===== config.mk =====
export PLATFORM = sky130hd
export DESIGN_NAME = alu_share_arbiter_flat
export DESIGN_NICKNAME = d
export VERILOG_FILES = /design/src/rtl/alu_share_arbiter_if.sv /design/src/rtl/alu_share_arbiter.sv /design/src/flat_wrapper.sv
export SDC_FILE = /design/constraint.sdc
export NUM_CORES = 1
export LEC_CHECK = 0
export ABC_CLOCK_PERIOD_IN_PS = 2510
export CAP_MARGIN = 20
export CORE_ASPECT_RATIO = 0.6
export CORE_MARGIN = 8
export CORE_UTILIZATION = 44
export CTS_CLUSTER_DIAMETER = 120
export CTS_CLUSTER_SIZE = 14
export DETAILED_ROUTE_END_ITERATION = 8
export PLACE_DENSITY = 0.94
export SETUP_SLACK_MARGIN = 0.1
export SLEW_MARGIN = 20
export SYNTH_ARGS = -nofsm -noshare
export SYNTH_HDL_FRONTEND = slang
export SYNTH_SLANG_ARGS = --single-unit

===== constraint.sdc =====
create_clock -name clk -period 2.51 [get_ports clk]
set_input_delay 0.3765 -clock clk [delete_from_list [all_inputs] [get_ports clk]]
set_output_delay 0.3765 -clock clk [all_outputs]
set_load 0.05 [all_outputs]

===== src/rtl/alu_share_arbiter_if.sv =====
// rtl/alu_share_arbiter_if.sv - request/ALU/response bundle for alu_share_arbiter
//
// Signals:
//   req0_* / req1_*  : per-requester valid/ready channel carrying a, b, op
//   alu_a/b/op       : registered operands toward the shared ALU
//   alu_res          : result returned by the ALU
//   rsp_*            : shared response channel (data tagged with requester id)
//   busy             : arbiter has an operation in flight
// Modports: slave = arbiter side, master = requester/ALU/consumer side.
interface alu_share_arbiter_if #(
    parameter int DW  = 3,
    parameter int OPW = 3,
    parameter int RW  = 5
);
    logic           req0_valid;
    logic           req0_ready;
    logic [DW-1:0]  req0_a;
    logic [DW-1:0]  req0_b;
    logic [OPW-1:0] req0_op;
    logic           req1_valid;
    logic           req1_ready;
    logic [DW-1:0]  req1_a;
    logic [DW-1:0]  req1_b;
    logic [OPW-1:0] req1_op;
    logic [DW-1:0]  alu_a;
    logic [DW-1:0]  alu_b;
    logic [OPW-1:0] alu_op;
    logic [RW-1:0]  alu_res;
    logic           rsp_valid;
    logic           rsp_ready;
    logic [RW-1:0]  rsp_data;
    logic           rsp_id;
    logic           busy;

    modport slave (
        input  req0_valid, req0_a, req0_b, req0_op,
        input  req1_valid, req1_a, req1_b, req1_op,
        input  alu_res, rsp_ready,
        output req0_ready, req1_ready,
        output alu_a, alu_b, alu_op,
        output rsp_valid, rsp_data, rsp_id, busy
    );

    modport master (
        output req0_valid, req0_a, req0_b, req0_op,
        output req1_valid, req1_a, req1_b, req1_op,
        output alu_res, rsp_ready,
        input  req0_ready, req1_ready,
        input  alu_a, alu_b, alu_op,
        input  rsp_valid, rsp_data, rsp_id, busy
    );
endinterface


===== src/rtl/alu_share_arbiter.sv =====
// rtl/alu_share_arbiter.sv - round-robin sharing of one ALU between two requesters
//
// Ports:
//   clk    : system clock, rising edge
//   rst_n  : asynchronous active-low reset
//   bus    : alu_share_arbiter_if.slave (request channels, ALU drive/result,
//            tagged response channel, busy)
// Parameter ALU_LAT (1..7) is the number of edges between the operand
// transfer edge and the edge that samples alu_res.
module alu_share_arbiter #(
    parameter int DW      = 3,
    parameter int OPW     = 3,
    parameter int RW      = 5,
    parameter int ALU_LAT = 1
) (
    input  logic                 clk,
    input  logic                 rst_n,
    alu_share_arbiter_if.slave   bus
);
    typedef enum logic [1:0] {IDLE, EXEC, RESP} state_t;

    localparam logic [2:0] CNT_INIT = 3'(ALU_LAT - 1);

    state_t         state_q, state_d;
    logic           prio_q;
    logic [2:0]     cnt_q;
    logic [DW-1:0]  alu_a_q, alu_b_q;
    logic [OPW-1:0] alu_op_q;
    logic [RW-1:0]  rsp_data_q;
    logic           rsp_valid_q;
    logic           rsp_id_q;

    logic any_valid;
    logic gnt;
    logic accept;
    logic capture;
    logic rsp_done;

    // With a single valid requester it wins; with both, the pointer decides.
    assign any_valid = bus.req0_valid | bus.req1_valid;
    assign gnt       = (bus.req0_valid & bus.req1_valid) ? prio_q : bus.req1_valid;

    always_comb begin
        state_d  = state_q;
        accept   = 1'b0;
        capture  = 1'b0;
        rsp_done = 1'b0;
        case (state_q)
            IDLE: begin
                if (any_valid) begin
                    accept  = 1'b1;
                    state_d = EXEC;
                end
            end
            EXEC: begin
                if (cnt_q == 3'd0) begin
                    capture = 1'b1;
                    state_d = RESP;
                end
            end
            RESP: begin
                if (bus.rsp_ready) begin
                    rsp_done = 1'b1;
                    state_d  = IDLE;
                end
            end
            default: state_d = IDLE;
        endcase
    end

    always_ff @(posedge clk or negedge rst_n) begin
        if (!rst_n) begin
            state_q     <= IDLE;
            prio_q      <= 1'b0;
            cnt_q       <= 3'd0;
            alu_a_q     <= '0;
            alu_b_q     <= '0;
            alu_op_q    <= '0;
            rsp_data_q  <= '0;
            rsp_valid_q <= 1'b0;
            rsp_id_q    <= 1'b0;
        end else begin
            state_q <= state_d;
            if (accept) begin
                alu_a_q  <= gnt ? bus.req1_a  : bus.req0_a;
                alu_b_q  <= gnt ? bus.req1_b  : bus.req0_b;
                alu_op_q <= gnt ? bus.req1_op : bus.req0_op;
                rsp_id_q <= gnt;
                prio_q   <= ~gnt;
                cnt_q    <= CNT_INIT;
            end else if (state_q == EXEC && cnt_q != 3'd0) begin
                cnt_q <= cnt_q - 3'd1;
            end
            if (capture) begin
                rsp_data_q  <= bus.alu_res;
                rsp_valid_q <= 1'b1;
            end
            if (rsp_done) begin
                rsp_valid_q <= 1'b0;
            end
        end
    end

    // Ready is gated by reset so nothing appears accepted while held in reset.
    assign bus.req0_ready = rst_n & (state_q == IDLE) & any_valid & ~gnt;
    assign bus.req1_ready = rst_n & (state_q == IDLE) & any_valid &  gnt;
    assign bus.alu_a      = alu_a_q;
    assign bus.alu_b      = alu_b_q;
    assign bus.alu_op     = alu_op_q;
    assign bus.rsp_valid  = rsp_valid_q;
    assign bus.rsp_data   = rsp_data_q;
    assign bus.rsp_id     = rsp_id_q;
    assign bus.busy       = (state_q != IDLE);
endmodule


===== src/flat_wrapper.sv =====
// flat-port wrapper written by rule: the top's interface ports become plain ports
module alu_share_arbiter_flat 
#(
    parameter int DW      = 3,
    parameter int OPW     = 3,
    parameter int RW      = 5,
    parameter int ALU_LAT = 1
)
  (clk, rst_n, bus_req0_valid, bus_req0_a, bus_req0_b, bus_req0_op, bus_req1_valid, bus_req1_a, bus_req1_b, bus_req1_op, bus_alu_res, bus_rsp_ready, bus_req0_ready, bus_req1_ready, bus_alu_a, bus_alu_b, bus_alu_op, bus_rsp_valid, bus_rsp_data, bus_rsp_id, bus_busy);
  alu_share_arbiter_if #(.DW(DW), .OPW(OPW), .RW(RW)) bus_i ();
  input  logic clk;
  input  logic rst_n;
  input wire logic [$bits(bus_i.req0_valid)-1:0] bus_req0_valid;
  input wire logic [$bits(bus_i.req0_a)-1:0] bus_req0_a;
  input wire logic [$bits(bus_i.req0_b)-1:0] bus_req0_b;
  input wire logic [$bits(bus_i.req0_op)-1:0] bus_req0_op;
  input wire logic [$bits(bus_i.req1_valid)-1:0] bus_req1_valid;
  input wire logic [$bits(bus_i.req1_a)-1:0] bus_req1_a;
  input wire logic [$bits(bus_i.req1_b)-1:0] bus_req1_b;
  input wire logic [$bits(bus_i.req1_op)-1:0] bus_req1_op;
  input wire logic [$bits(bus_i.alu_res)-1:0] bus_alu_res;
  input wire logic [$bits(bus_i.rsp_ready)-1:0] bus_rsp_ready;
  output wire logic [$bits(bus_i.req0_ready)-1:0] bus_req0_ready;
  output wire logic [$bits(bus_i.req1_ready)-1:0] bus_req1_ready;
  output wire logic [$bits(bus_i.alu_a)-1:0] bus_alu_a;
  output wire logic [$bits(bus_i.alu_b)-1:0] bus_alu_b;
  output wire logic [$bits(bus_i.alu_op)-1:0] bus_alu_op;
  output wire logic [$bits(bus_i.rsp_valid)-1:0] bus_rsp_valid;
  output wire logic [$bits(bus_i.rsp_data)-1:0] bus_rsp_data;
  output wire logic [$bits(bus_i.rsp_id)-1:0] bus_rsp_id;
  output wire logic [$bits(bus_i.busy)-1:0] bus_busy;
  assign bus_i.req0_valid = bus_req0_valid;
  assign bus_i.req0_a = bus_req0_a;
  assign bus_i.req0_b = bus_req0_b;
  assign bus_i.req0_op = bus_req0_op;
  assign bus_i.req1_valid = bus_req1_valid;
  assign bus_i.req1_a = bus_req1_a;
  assign bus_i.req1_b = bus_req1_b;
  assign bus_i.req1_op = bus_req1_op;
  assign bus_i.alu_res = bus_alu_res;
  assign bus_i.rsp_ready = bus_rsp_ready;
  assign bus_req0_ready = bus_i.req0_ready;
  assign bus_req1_ready = bus_i.req1_ready;
  assign bus_alu_a = bus_i.alu_a;
  assign bus_alu_b = bus_i.alu_b;
  assign bus_alu_op = bus_i.alu_op;
  assign bus_rsp_valid = bus_i.rsp_valid;
  assign bus_rsp_data = bus_i.rsp_data;
  assign bus_rsp_id = bus_i.rsp_id;
  assign bus_busy = bus_i.busy;
  alu_share_arbiter #(.DW(DW), .OPW(OPW), .RW(RW), .ALU_LAT(ALU_LAT)) u_core (.clk(clk), .rst_n(rst_n), .bus(bus_i));
endmodule

==> flow_metrics.tcl, run 1 <==
set metrics [dict create \
    clock_path_buffers 2 \
    critical_path_class "flop to output pin" \
    yosys_warnings 0 \
    r2r-end "u_core.bus.alu_a[0]$_DFFE_PN0P_" \
    critPathMaxFanout 15 \
    htree_levels 1 \
    fin_hold_ws_ns 0.480 \
    pin_count 47 \
    netlist_instances 105 \
    rsz0062_at_grt "false" \
    critical_path_buf_inv_count 2 \
    timing.final.ws_setup_ns 0.557 \
    overflow 0 \
    dominantRegCellSynth "dfrtp_1" \
    p_int_mw 1.21 \
    die_width_um 79.1 \
    clk-insertion-delay-late_ns 0.27 \
    core_um2 2210 \
    worst_pin_slew_ns 0.802 \
    swShare 0.482 \
    grtUsageMet3 0.0714 \
    cellPowerDensity_nw_per_um2 1440 \
    critPathSlowestCell "dlymetal6s2s_1" \
    irDropWorstVdd_mv 0.861 \
    start_util 0.475 \
    layout-drive-gt1-share 0.105 \
    fmax_ghz 0.512 \
    final_cell_count_no_fill 183 \
    core.rowCount 13 \
    r2r_start "u_core.state_q[0]$_DFFE_PN0P_" \
    dp.cells 179 \
    grt_pass1_vias 989 \
    cts_tree "built" \
    finalCritPeriodShare 0.778 \
    slew_headroom 0.464 \
    syn_area_per_cell_um2 10.0 \
    ys_seq_area_frac 0.524 \
    drtPass1Iterations 4 \
    syn_area_um2 1050 \
    cpPeakStageDelay_ns 0.49 \
    syn_to_final_growth_pct 53.7 \
    run_status "finished clean" \
    setup_viol 0 \
    switching_power_mw 1.12 \
    viasPerCell 5.26 \
    dieArea_um2 4260 \
    fin_setup_tns_ns 0 \
    busiest_layer "met2" \
    synthTopCellsByArea "dfrtp_1, o221ai_1, inv_1, o21ai_0, mux2_2" \
    crit_family "buffers and inverters" \
    grt_usage 0.155 \
    synthArstFlopShare 1.00 \
    seqPwrFrac 0.273 \
    fin_crit_ns 1.95 \
    worst-r2r-cell-count 4 \
    setup.worst_path.start_class "flop" \
    holdBufCountCts 0 \
    wl_per_cell_um 17.3 \
    clk_pin_slew_ns 0.08 \
    met1_usage 0.164 \
    fin_skew_ns 0.00244 \
    drv_cap 0 \
    yosysTopAreaCell "dfrtp_1" \
    place_ws_ns 0.501 \
    clkPwrFrac 0.110 \
    cp.arrival_ns 1.58 \
    cts-root-buf "clkbuf_8" \
    hold_depth 1 \
    grt_pass1_wl_mm 5.04 \
    ant_nets 0 \
    antenna_cells 0 \
    synth_top_area_share 0.524 \
    antenna_found_initial 0 \
    grt_max_degree 23 \
    met2_usage 0.273 \
    cp_cell_sequence "nor2_1 > inv_1 > dlymetal6s2s_1" \
    hp-start "u_core.bus.rsp_valid$_DFFE_PN0P_" \
    synth_seq_cells 22 \
    drt-total-wl_mm 3.17 \
    r2r_slack_ns 0.98 \
    gp_congestion 0.720 \
    numCtsBuffers 3 \
    critPathRequiredTime_ns 2.13 \
    end_kind "output pin" \
    final_hold_viol_count 0 \
    min_to "u_core.bus.rsp_valid$_DFFE_PN0P_" \
    drc 0 \
    dr.first_iter.drc_count 48 \
    port_buffers 46 \
    synthDistinctLibCells 21 \
    dp_hpwl_mm 2.40 \
    syn-num-nets 135 \
    leakagePower_nw 0.747 \
    synth_edf_count 0 \
    hold_path_class "flop to flop" \
    die_y_um 53.9 \
    synth_most_common_cell "inv_1" \
    cts.sinks 22 \
    nNetsFinal 184 \
    via_count 962 \
    synthTopCellsByCount "inv_1, dfrtp_1, o21ai_0, o221ai_1" \
    p_comb_frac 0.618 \
    slew_viol_final 0 \
]
[metal layers]
| metal | vias to the layer above | part of all wire |
|---|---|---|
| li1 | 454 | - |
| met1 | 457 | 0.40 |
| met2 | 45 | 0.51 |
| met3 | 6 | 0.076 |
| met4 | 0 | 0.019 |
| met5 | - | 0 |
[metrics by stage]
step | power [mW] | utilization | instance area [µm²]
4_1_cts | 2.34 | 0.729 | 1610
5_1_grt | 2.46 | 0.730 | 1620
2_1_floorplan | 1.61 | - | 1050
6_report | 2.33 | 0.730 | 1620
3_5_place_dp | 2.07 | 0.704 | 1560
3_3_place_gp | 2.01 | 0.704 | 1560
[layout by cell type, fill, tap and decap left out, drive strengths merged]
cell	n
nand2b	3
and2b	1
clkdlybuf4s50	43
a21o	1
a21oi	2
o22ai	2
dfrtp	22
nand3	2
nor2	6
clkbuf	4
o21ai	13
mux2	5
o221ai	10
nand2	3
o41ai	1
or3	2
buf	5
ha	2
or2b	1
dlymetal6s2s	1
nand3b	1
inv	23
[cell families after synthesis]
| kind of cell | share of synthesized area |
|---|---|
| AND/OR/NAND/NOR | 0.102 |
| flip-flops | 0.524 |
| adder cells (fa/ha/maj) | 0.0238 |
| buffers and inverters | 0.114 |
| AO/OA/AOI/OAI | 0.182 |
| multiplexers | 0.0536 |
[power groups by stage]
| stage | Clock [mW] | Combinational (mW) | Sequential [mW] |
|---|---|---|---|
| finish | 0.255 | 1.44 | 0.635 |
| detailed placement | 0 | 1.43 | 0.636 |
| global route | 0.280 | 1.53 | 0.656 |
| CTS | 0.260 | 1.44 | 0.632 |
| floorplan | 0 | 0.557 | 1.05 |
| global placement | 0 | 1.39 | 0.619 |
[area by class of cell]
type                    instances  area, µm²
flip-flops and latches         22        551
clock buffers                   4       55.1
fillers                       155        597
well taps                      30       37.5
multi-input cells              55        380
inverters                      23       86.3
repair buffers                 49        505
[worst max path at each step]
stage | startpoint | end | slack, ns | cells after the start
floorplan | u_core.state_q[0]$_DFFE_PN0P_ | bus_req1_ready | 0.63 | 4
global placement | u_core.state_q[0]$_DFFE_PN0P_ | bus_busy | 0.56 | 3
detailed placement | u_core.state_q[0]$_DFFE_PN0P_ | bus_busy | 0.50 | 3
CTS | u_core.state_q[0]$_DFFE_PN0P_ | bus_busy | 0.20 | 3
global route | u_core.state_q[0]$_DFFE_PN0P_ | bus_busy | 0.47 | 3
finish | u_core.state_q[0]$_DFFE_PN0P_ | bus_busy | 0.56 | 3
[state kept, by name, summed over array words and instances, names as in the netlist]
signal / count
u_core.cnt_q: 3
u_core.prio_q: 1
u_core.bus.rsp_data: 5
u_core.bus.alu_a: 3
u_core.bus.rsp_id: 1
u_core.bus.alu_b: 3
u_core.state_q: 2
u_core.bus.alu_op: 3
u_core.bus.rsp_valid: 1
[what timing repair did]
item,in CTS,in global routing
setup buffers,0,0
setup endpoints to repair,0,1
resized for setup,0,1
Note: power is estimated with default switching activity, not from simulation.
==> run 2: changes to the inputs <==
- ABC_CLOCK_PERIOD_IN_PS: 2510 -> 1700
- CORE_UTILIZATION: 44 -> 37
- PLACE_DENSITY: 0.94 -> 0.85
- clock period: 2.51 -> 1.7 ns (I/O delays scaled with it)
==> run 2 against run 1 <==
  * Sequential power up 49%
  * Clock skew is 0.0049 ns higher
  * First-iteration DRC count fell by 2.1%
  * Combinational power up 56%
  * Die area up 14%
  * Design area grew 3.1%
  * Sequential cell count unchanged
  * Cell count grew 4.9%
  * Register-to-register slack got worse by 0.81 ns
  * Total power grew 53%
  * Via count increased by 1.0%
==> flow_metrics.tcl, run 2 (synthesized netlist as in run 1, its figures left out) <==
set metrics [dict create \
    run_status "finished clean" \
    drc 0 \
    dieArea_um2 4860 \
    antenna_found_initial 0 \
    dr.first_iter.drc_count 47 \
    leakagePower_nw 0.784 \
    grt_pass1_wl_mm 5.16 \
    setup_viol 0 \
    core_um2 2780 \
    start_util 0.378 \
    fin_setup_tns_ns 0 \
    clk-insertion-delay-late_ns 0.27 \
    critPathMaxFanout 3 \
    grt_usage 0.137 \
    numCtsBuffers 3 \
    nNetsFinal 189 \
    layout-drive-gt1-share 0.291 \
    critical_path_class "flop to output pin" \
    final_cell_mix "clkdlybuf4s50_1, buf_4, inv_1" \
    ant_nets 0 \
    r2r_start "u_core.state_q[1]$_DFFE_PN0P_" \
    via_count 972 \
    layout_commonest_cell "clkdlybuf4s50_1" \
    final_hold_viol_count 0 \
    place_ws_ns 0.164 \
    pin_count 47 \
    hold_path_class "primary input to asynchronous set/reset pin" \
    grt_max_degree 23 \
    finalCritPeriodShare 0.922 \
    syn_to_final_growth_pct 58.5 \
    critPathRequiredTime_ns 1.44 \
    cellPowerDensity_nw_per_um2 2140 \
    end_kind "output pin" \
    fmax_ghz 0.638 \
    die_width_um 84.8 \
    die_y_um 57.3 \
    clock_path_buffers 2 \
    drtPass1Iterations 4 \
    core.rowCount 15 \
    cts-root-buf "clkbuf_8" \
    wl_per_cell_um 16.6 \
    total_power_mw 3.56 \
    timing.final.ws_setup_ns 0.133 \
    dp_hpwl_mm 2.53 \
    n_fill_cell 242 \
    cp.arrival_ns 1.31 \
    r2r_slack_ns 0.17 \
    r2r-end "u_core.bus.rsp_data[0]$_DFFE_PN0P_" \
    cts_tree "built" \
    viasPerCell 5.06 \
    gp_congestion 0.848 \
    slew_viol_final 0 \
    grt_pass1_vias 1083 \
    port_buffers 46 \
    fin_skew_ns 0.00738 \
    clk_pin_slew_ns 0.08 \
    antenna_cells 0 \
    htree_levels 1 \
    largest_reg_flops 5 \
    drt-total-wl_mm 3.19 \
    cts.sinks 22 \
    fin_crit_ns 1.57 \
    startpoint "u_core.state_q[1]$_DFFE_PN0P_" \
    slew_headroom 0.808 \
    setup.worst_path.end "bus_req1_ready" \
    drv_cap 0 \
    worst-r2r-cell-count 4 \
    overflow 0 \
    irDropWorstVdd_mv 1.13 \
    setup.worst_path.start_class "flop" \
    rsz0062_at_grt "true" \
    worst_pin_slew_ns 0.289 \
]
## run 2: critical path: stages (launching register included)
cell     delay, ns
dfrtp_1       0.42
nor2_4        0.19
nand3_2       0.14
nor2_4        0.15
buf_12        0.14
## run 2: through the flow
stage               instance area [µm²]  utilization  hold WS (ns)  instances
finish                             1670        0.600         0.402        192
CTS                                1600        0.577         0.406        188
global placement                   1550        0.556         0.464        184
global route                       1670        0.600         0.457        192
floorplan                          1060            -       -0.0406        105
detailed placement                 1550        0.556         0.492        184
## run 2: how the worst min path moves through the flow
stage                                             to  slack, ns  depth (start not counted)
floorplan            u_core.bus.alu_a[0]$_DFFE_PN0P_      -0.04                          0
global placement    u_core.bus.rsp_valid$_DFFE_PN0P_       0.46                          1
detailed placement       u_core.cnt_q[2]$_DFFE_PN0P_       0.49                          1
CTS                  u_core.bus.alu_b[1]$_DFFE_PN0P_       0.41                          2
global route           u_core.state_q[1]$_DFFE_PN0P_       0.46                          2
finish                 u_core.state_q[1]$_DFFE_PN0P_       0.40                          2
## run 2: per-layer routing
| metal | share of wire | vias to the layer above | GRT usage |
|---|---|---|---|
| met5 | 0 | - | 0 |
| met4 | 0.021 | 0 | 0.0678 |
| met3 | 0.071 | 7 | 0.0472 |
| met2 | 0.49 | 36 | 0.247 |
| met1 | 0.41 | 463 | 0.139 |
| li1 | - | 466 | - |
## run 2: what timing repair did
item                       CTS  global route
pin swaps                    0             4
resized for setup            1             8
hold endpoints to repair     0             0
setup endpoints to repair    3             3
hold buffers                 0             0
setup buffers                0             4
## run 2: area by class of cell
class | instances | area, µm² | area share
flip-flops and latches | 22 | 552 | 0.331
repair buffers | 54 | 510 | 0.307
multi-input cells | 55 | 415 | 0.249
inverters | 23 | 90.1 | 0.0541
clock buffers | 4 | 55.1 | 0.0331
well taps | 34 | 42.5 | 0.0255
## run 2: where the power goes
group          switching [mW]  internal [mW]  leakage [nW]  total [mW]
clock                   0.169          0.207        0.0288       0.376
combinational            1.39          0.847         0.486        2.24
sequential              0.158          0.785         0.269       0.943
